**src/rtl/wall_datapath.sv**
```systemverilog
// wall_datapath: owns the wall's position and gap, steps it left per frame tick and paints columns into the VGA writer.
// Ports: clk/resetn (sync, active-low); init starts a new wall at the right edge with gap top gap_y;
// move permits stepping; player_y is tested against the wall after each step.
// vga_x/vga_y/colour/plot form the pixel write stream; touched pulses on collision, passed when the wall
// leaves the screen; busy is high outside IDLE.
module wall_datapath #(
  parameter int SCREEN_W = 160,
  parameter int SCREEN_H = 120,
  parameter int WALL_W = 4,
  parameter int GAP_H = 30,
  parameter int TICK_DIV = 833333,
  parameter int PLAYER_X = 20,
  parameter int PLAYER_W = 4,
  parameter int PLAYER_H = 4,
  parameter logic [2:0] BG_COLOUR = 3'b000,
  parameter logic [2:0] WALL_COLOUR = 3'b010
) (
  input  logic       clk,
  input  logic       resetn,
  input  logic       init,
  input  logic       move,
  input  logic [6:0] gap_y,
  input  logic [6:0] player_y,
  output logic [7:0] vga_x,
  output logic [6:0] vga_y,
  output logic [2:0] colour,
  output logic       plot,
  output logic       touched,
  output logic       passed,
  output logic       busy
);
  localparam int TW = TICK_DIV > 1 ? $clog2(TICK_DIV) : 1;
  localparam int CW = WALL_W > 1 ? $clog2(WALL_W) : 1;
  typedef enum logic [2:0] {IDLE, INIT_DRAW, WAIT_TICK, ERASE, DRAW, CHECK, CLEAR} state_t;
  state_t state_q, state_d;
  logic [7:0] wx_q, wx_d;
  logic [6:0] gy_q, gy_d, ycnt_q, ycnt_d;
  logic [CW-1:0] ccnt_q, ccnt_d;
  logic [TW-1:0] tcnt_q, tcnt_d;
  logic [8:0] wx9, gy9, py9, y9;
  logic col_end, scan_end, multi, tick, in_gap, hov, vout, hit, gap_over, painted;
  assign wx9 = {1'b0, wx_q};
  assign gy9 = {2'b0, gy_q};
  assign py9 = {2'b0, player_y};
  assign y9 = {2'b0, ycnt_q};
  assign col_end = ycnt_q == 7'(SCREEN_H - 1);
  assign scan_end = col_end && ccnt_q == CW'(WALL_W - 1);
  assign multi = state_q == INIT_DRAW || state_q == CLEAR;
  assign tick = tcnt_q == TW'(TICK_DIV - 1);
  assign in_gap = y9 >= gy9 && y9 <= gy9 + 9'(GAP_H - 1);
  assign hov = wx9 <= 9'(PLAYER_X + PLAYER_W - 1) && wx9 + 9'(WALL_W - 1) >= 9'(PLAYER_X);
  assign vout = py9 < gy9 || py9 + 9'(PLAYER_H - 1) > gy9 + 9'(GAP_H - 1);
  assign hit = state_q == CHECK && hov && vout;
  assign gap_over = {2'b0, gap_y} + 9'(GAP_H) > 9'(SCREEN_H);
  // wall columns (initial draw and new leading column) carry the gap; erase/clear are solid background
  assign painted = state_q == INIT_DRAW || state_q == DRAW;
  assign plot = multi || state_q == ERASE || state_q == DRAW;
  assign vga_y = plot ? ycnt_q : '0;
  assign vga_x = state_q == INIT_DRAW ? wx_q + 8'(ccnt_q) :
                 state_q == ERASE ? wx_q + 8'(WALL_W - 1) :
                 state_q == DRAW ? wx_q :
                 state_q == CLEAR ? 8'(ccnt_q) : '0;
  assign colour = !plot ? '0 : painted && !in_gap ? WALL_COLOUR : BG_COLOUR;
  assign touched = hit;
  assign passed = state_q == CLEAR && scan_end;
  assign busy = state_q != IDLE;
  always_comb begin
    state_d = state_q;
    wx_d = wx_q;
    gy_d = gy_q;
    ycnt_d = plot ? (col_end ? '0 : ycnt_q + 7'd1) : ycnt_q;
    ccnt_d = multi && col_end ? (scan_end ? '0 : ccnt_q + CW'(1)) : ccnt_q;
    tcnt_d = tcnt_q;
    if (init) begin
      state_d = INIT_DRAW;
      wx_d = 8'(SCREEN_W - WALL_W);
      gy_d = gap_over ? 7'(SCREEN_H - GAP_H) : gap_y;
      ycnt_d = '0;
      ccnt_d = '0;
      tcnt_d = '0;
    end else begin
      case (state_q)
        INIT_DRAW: if (scan_end) state_d = WAIT_TICK;
        WAIT_TICK: if (move) begin
          tcnt_d = tick ? '0 : tcnt_q + TW'(1);
          if (tick) state_d = wx_q == '0 ? CLEAR : ERASE;
        end
        ERASE: if (col_end) begin
          wx_d = wx_q - 8'd1;
          state_d = DRAW;
        end
        DRAW: if (col_end) state_d = CHECK;
        CHECK: state_d = hit ? IDLE : WAIT_TICK;
        CLEAR: if (scan_end) state_d = IDLE;
        default: ;
      endcase
    end
  end
  always_ff @(posedge clk) begin
    if (!resetn) begin
      state_q <= IDLE;
      wx_q <= 8'(SCREEN_W - WALL_W);
      gy_q <= '0;
      ycnt_q <= '0;
      ccnt_q <= '0;
      tcnt_q <= '0;
    end else begin
      state_q <= state_d;
      wx_q <= wx_d;
      gy_q <= gy_d;
      ycnt_q <= ycnt_d;
      ccnt_q <= ccnt_d;
      tcnt_q <= tcnt_d;
    end
  end
endmodule

```
**config.mk**
```make
export PLATFORM = sky130hd
export DESIGN_NAME = wall_datapath
export DESIGN_NICKNAME = d
export VERILOG_FILES = /design/src/rtl/wall_datapath.sv
export SDC_FILE = /design/constraint.sdc
export NUM_CORES = 1
export LEC_CHECK = 0
export BUFFER_PORTS_ARGS = -buffer_cell sky130_fd_sc_hd__buf_4
export CORE_UTILIZATION = 55
export CTS_CLUSTER_DIAMETER = 40
export DETAILED_ROUTE_END_ITERATION = 7
export PLACE_DENSITY_LB_ADDON = 0.12
export SYNTH_ARGS = -nofsm -noshare
export SYNTH_HDL_FRONTEND = slang
export SYNTH_SLANG_ARGS = --single-unit
```
**constraint.sdc**
```tcl
create_clock -name clk -period 5.7 [get_ports clk]
set_input_delay 1.425 -clock clk [delete_from_list [all_inputs] [get_ports clk]]
set_output_delay 1.425 -clock clk [all_outputs]
set_load 0.01 [all_outputs]
```
==> flow_metrics.env <==
export IMPL_run_status="complete, no violations"
export IMPL_dr_first_iter_drc_count=158
export IMPL_worst_endpoint_required_ns=4.28
export IMPL_vias=3271
export IMPL_route_detailed_vias_per_inst=5.699
export IMPL_fin_worst_skew_ns=0.004408
export IMPL_final_setup_viol_count=0
export IMPL_power_static_leakage_nw=1.531
export IMPL_timing_critical_path_arrival_ns=3.30
export IMPL_drt_wl_total_um=8021
export IMPL_placementRows=29
export IMPL_maximum_clock_frequency_ghz=0.2116
export IMPL_timing_hold_worst_start="tcnt_q[1]$_SDFFE_PP0P_"
export IMPL_syn_inst=473
export IMPL_hold_path_cell_count=2
export IMPL_sequentialPowerShare=0.493
export IMPL_ctsHoldBuffers=0
export IMPL_drt_first_pass_iters=4
export IMPL_synth_area_per_cell_um2=7.719
export IMPL_area_delta_synth_final_pct=10.49
export IMPL_avgRoutedWirePerCell_um=13.97
export IMPL_post_route_drc_count=0
export IMPL_num_nets_final=550
export IMPL_worstPathMaxFanout=5
export IMPL_share_of_synthesized_area_occupied_by_flip_flops_and_latches=0.2577
export IMPL_placement_stage_cell_area_mm2=0.003934
export IMPL_irDropWorstVdd_mv=0.1284
export IMPL_horiz_die_dim_um=83.48
export IMPL_synth_yosys_warnings=0
export IMPL_detailedPlacementHpwl_um=6184
export IMPL_clock_root_buffer="sky130_fd_sc_hd__clkbuf_8"
export IMPL_clock_insertion_delay_worst_skew_ns=0.30
export IMPL_clock_sinks=47
export IMPL_post_route_cells_drive_above_1_share=0.1167
export IMPL_cp_buffers_inverters=3
export IMPL_tritoncts_num_buffers=5
export IMPL_cts_tree="done"
export IMPL_power_frac_comb=0.186
export IMPL_start_util=0.5717
export IMPL_clk_pin_slew_ns=0.08
export IMPL_power_density_mw_per_mm2=170.9
export IMPL_cts_repair_resized=0
export IMPL_critical_path_depth_in_cells=9
export IMPL_ys_ff_latch=47
export IMPL_synth_edf_count=0
export IMPL_max_slew_margin_rel=0.5049
export IMPL_detail_route_antenna_nets=0
export IMPL_floorplan_io_pins=40
export IMPL_max_clock_path_buffers=2
export IMPL_worstSetupStartpointType="input port"
export IMPL_cell_int_power_w=0.0005021
export IMPL_grt_pass1_vias=3067
export IMPL_synth_flop_cell="sky130_fd_sc_hd__dfxtp_1"
export IMPL_finalHoldViolCount=0
export IMPL_synth_largest_area_cell="sky130_fd_sc_hd__dfxtp_1"
export IMPL_timing_critical_path_slowest_stage_cell="sky130_fd_sc_hd__xnor3_1"
export IMPL_fin_tns_setup_ns=0
export IMPL_postLayoutCellArea_mm2=0.004034
export IMPL_design_die_area_mm2=0.006968
export IMPL_hp_class="reg2reg"
export IMPL_timing_critical_path_slowest_cell_delay_ns=0.35
export IMPL_cp_common_cell="sky130_fd_sc_hd__buf_4"
export IMPL_end_kind="output port"
export IMPL_p_clk_frac=0.321
export IMPL_synthArstFlopShare=0
export IMPL_rr_worst_depth=7
export IMPL_rsz_0062_raised_after_global_routing="no"
export IMPL_port_buffers=37
export IMPL_grt_pass1_wl_um=13750
export IMPL_total_switching_power_w=0.0001875
export IMPL_netlist_area_leader_share=0.2577
export IMPL_whs_endpoint="tcnt_q[1]$_SDFFE_PP0P_"
export IMPL_period_minus_slack_ns=4.725
export IMPL_reg2reg_setup_slack_ns=3.01
export IMPL_yosys_top_cells_area="sky130_fd_sc_hd__dfxtp_1 (26%), sky130_fd_sc_hd__ha_1 (12%), sky130_fd_sc_hd__xor2_1 (5.8%), sky130_fd_sc_hd__nor2_1 (5.7%), sky130_fd_sc_hd__nand2_1 (4.4%)"
export IMPL_antenna_cells=0
export IMPL_design_core_area_mm2=0.006386
export IMPL_ctsHtreeMaxLevel=2
export IMPL_grt_start_max_net_pins=19
export IMPL_worstPathCellList="buf_4 -> inv_1 -> ha_1 -> nor3b_2 -> xnor3_1 -> nand4b_1 -> a2bb2oi_2 -> a211oi_2 -> buf_4"
export IMPL_slew_at_the_pin_closest_to_its_max_slew_limit_ns=0.7411
export IMPL_timing_final_crit_share=0.8290
export IMPL_post_cts_repair_setup_buffers=0
export IMPL_gp_congestion=0.8569
export IMPL_grt_ovfl_total=0
export IMPL_gr_usage_all_layers=0.2391
export IMPL_dieHeight_um=83.48
export IMPL_critical_path_reg2reg_startpoint="state_q[0]$_SDFFE_PN0P_"
export IMPL_worst_setup_path_type="in2out"
export IMPL_r2r_end="wx_q[6]$_SDFFE_PP0P_"
export IMPL_max_cap_violations=0
export IMPL_synth_common_cells="sky130_fd_sc_hd__nor2_1 (55), sky130_fd_sc_hd__dfxtp_1 (47), sky130_fd_sc_hd__nand2_1 (43), sky130_fd_sc_hd__ha_1 (35), sky130_fd_sc_hd__nand3_1 (30)"
export IMPL_post_synth_instance_area_mm2=0.003651
export IMPL_synth_distinct_cells=57
export IMPL_number_of_antenna_violations_at_the_first_check_in_global_routing=0
export IMPL_finalMaxSlewViolations=0
export IMPL_timing_critical_path_max_delay_family="simple AND/OR/NAND/NOR gates"
export IMPL_post_synth_top_count_cell="sky130_fd_sc_hd__nor2_1"
export IMPL_netSwitchingFraction=0.2719
## worst register-to-register path, cell delays in order (launching register included)
cell	delay [ns]
sky130_fd_sc_hd__dfxtp_1	0.60
sky130_fd_sc_hd__nor2b_1	0.67
sky130_fd_sc_hd__nand2_1	0.17
sky130_fd_sc_hd__nor2_1	0.47
sky130_fd_sc_hd__nand2_1	0.16
sky130_fd_sc_hd__nor3b_1	0.28
sky130_fd_sc_hd__xnor2_1	0.16
sky130_fd_sc_hd__nor2_1	0.05
## cells by family after synthesis
kind of cell	share of synthesized area
compound gates	0.1714
xor+xnor	0.1045
fa+ha+maj	0.1316
buf+inv	0.05277
flops	0.2577
mux	0.01097
other cells	0.001027
simple gates	0.2700
## final cells by class
type / count / area [um^2]
clock buffers: 8 / 100.1
fillers: 564 / 2352
inverters: 26 / 97.59
multi-input cells: 379 / 2521
flip-flops and latches: 47 / 940.9
well taps: 77 / 96.34
repair buffers: 37 / 277.8
## cells in the final DEF, fill, tap and decap left out, types with 7 or more instances in the layout
master	count
sky130_fd_sc_hd__xor2_1	24
sky130_fd_sc_hd__nor2b_1	10
sky130_fd_sc_hd__a21oi_1	28
sky130_fd_sc_hd__nand2b_1	7
sky130_fd_sc_hd__ha_1	35
sky130_fd_sc_hd__o21ai_0	25
sky130_fd_sc_hd__and2_1	7
sky130_fd_sc_hd__clkbuf_8	7
sky130_fd_sc_hd__nand4_1	11
sky130_fd_sc_hd__nand2_1	43
sky130_fd_sc_hd__inv_1	25
sky130_fd_sc_hd__buf_4	37
sky130_fd_sc_hd__nor2_1	55
sky130_fd_sc_hd__xnor2_1	17
sky130_fd_sc_hd__dfxtp_1	47
sky130_fd_sc_hd__nand3_1	30
sky130_fd_sc_hd__nor3_1	10
## power by group through the flow
stage	Combinational (W)	Sequential, W	Clock [W]
2_1_floorplan	0.0000901	0.000345	0
3_3_place_gp	0.000122	0.000348	0
3_5_place_dp	0.000127	0.000348	0
4_1_cts	0.000128	0.000340	0.000228
5_1_grt	0.000143	0.000342	0.000239
6_report	0.000128	0.000340	0.000221
## registers in the layout (all words and copies together), names as in the netlist
signal   cells
tcnt_q      20
wx_q         8
gy_q         7
ycnt_q       7
state_q      3
ccnt_q       2
## how the worst max path moves through the flow
| stage | from | to |
|---|---|---|
| global placement | player_y[0] | touched |
| detailed placement | player_y[0] | touched |
| floorplan | player_y[0] | touched |
| CTS | player_y[0] | touched |
| global route | player_y[0] | touched |
| finish | player_y[0] | touched |
## metal layers
metal / up-vias / track usage / part of all wire
met5: - / 0 / 0
met4: 0 / 0.09707 / 0.020
met3: 13 / 0.04847 / 0.040
met2: 63 / 0.3934 / 0.46
met1: 1484 / 0.3067 / 0.48
li1: 1711 / - / -
## through the flow
step	std cells	utilization	total power (W)	setup WS [ns]	hold slack, ns
finish	574	0.6317	0.0006896	0.9748	0.4911
CTS	574	0.6317	0.0006966	0.9822	0.4972
global route	574	0.6317	0.0007228	0.8518	0.5426
detailed placement	566	0.6160	0.0004755	0.9881	0.4847
global placement	566	0.6160	0.0004702	1.032	0.4801
floorplan	474	-	0.0004354	1.341	0.4614
(Power assumes the default switching activity.)
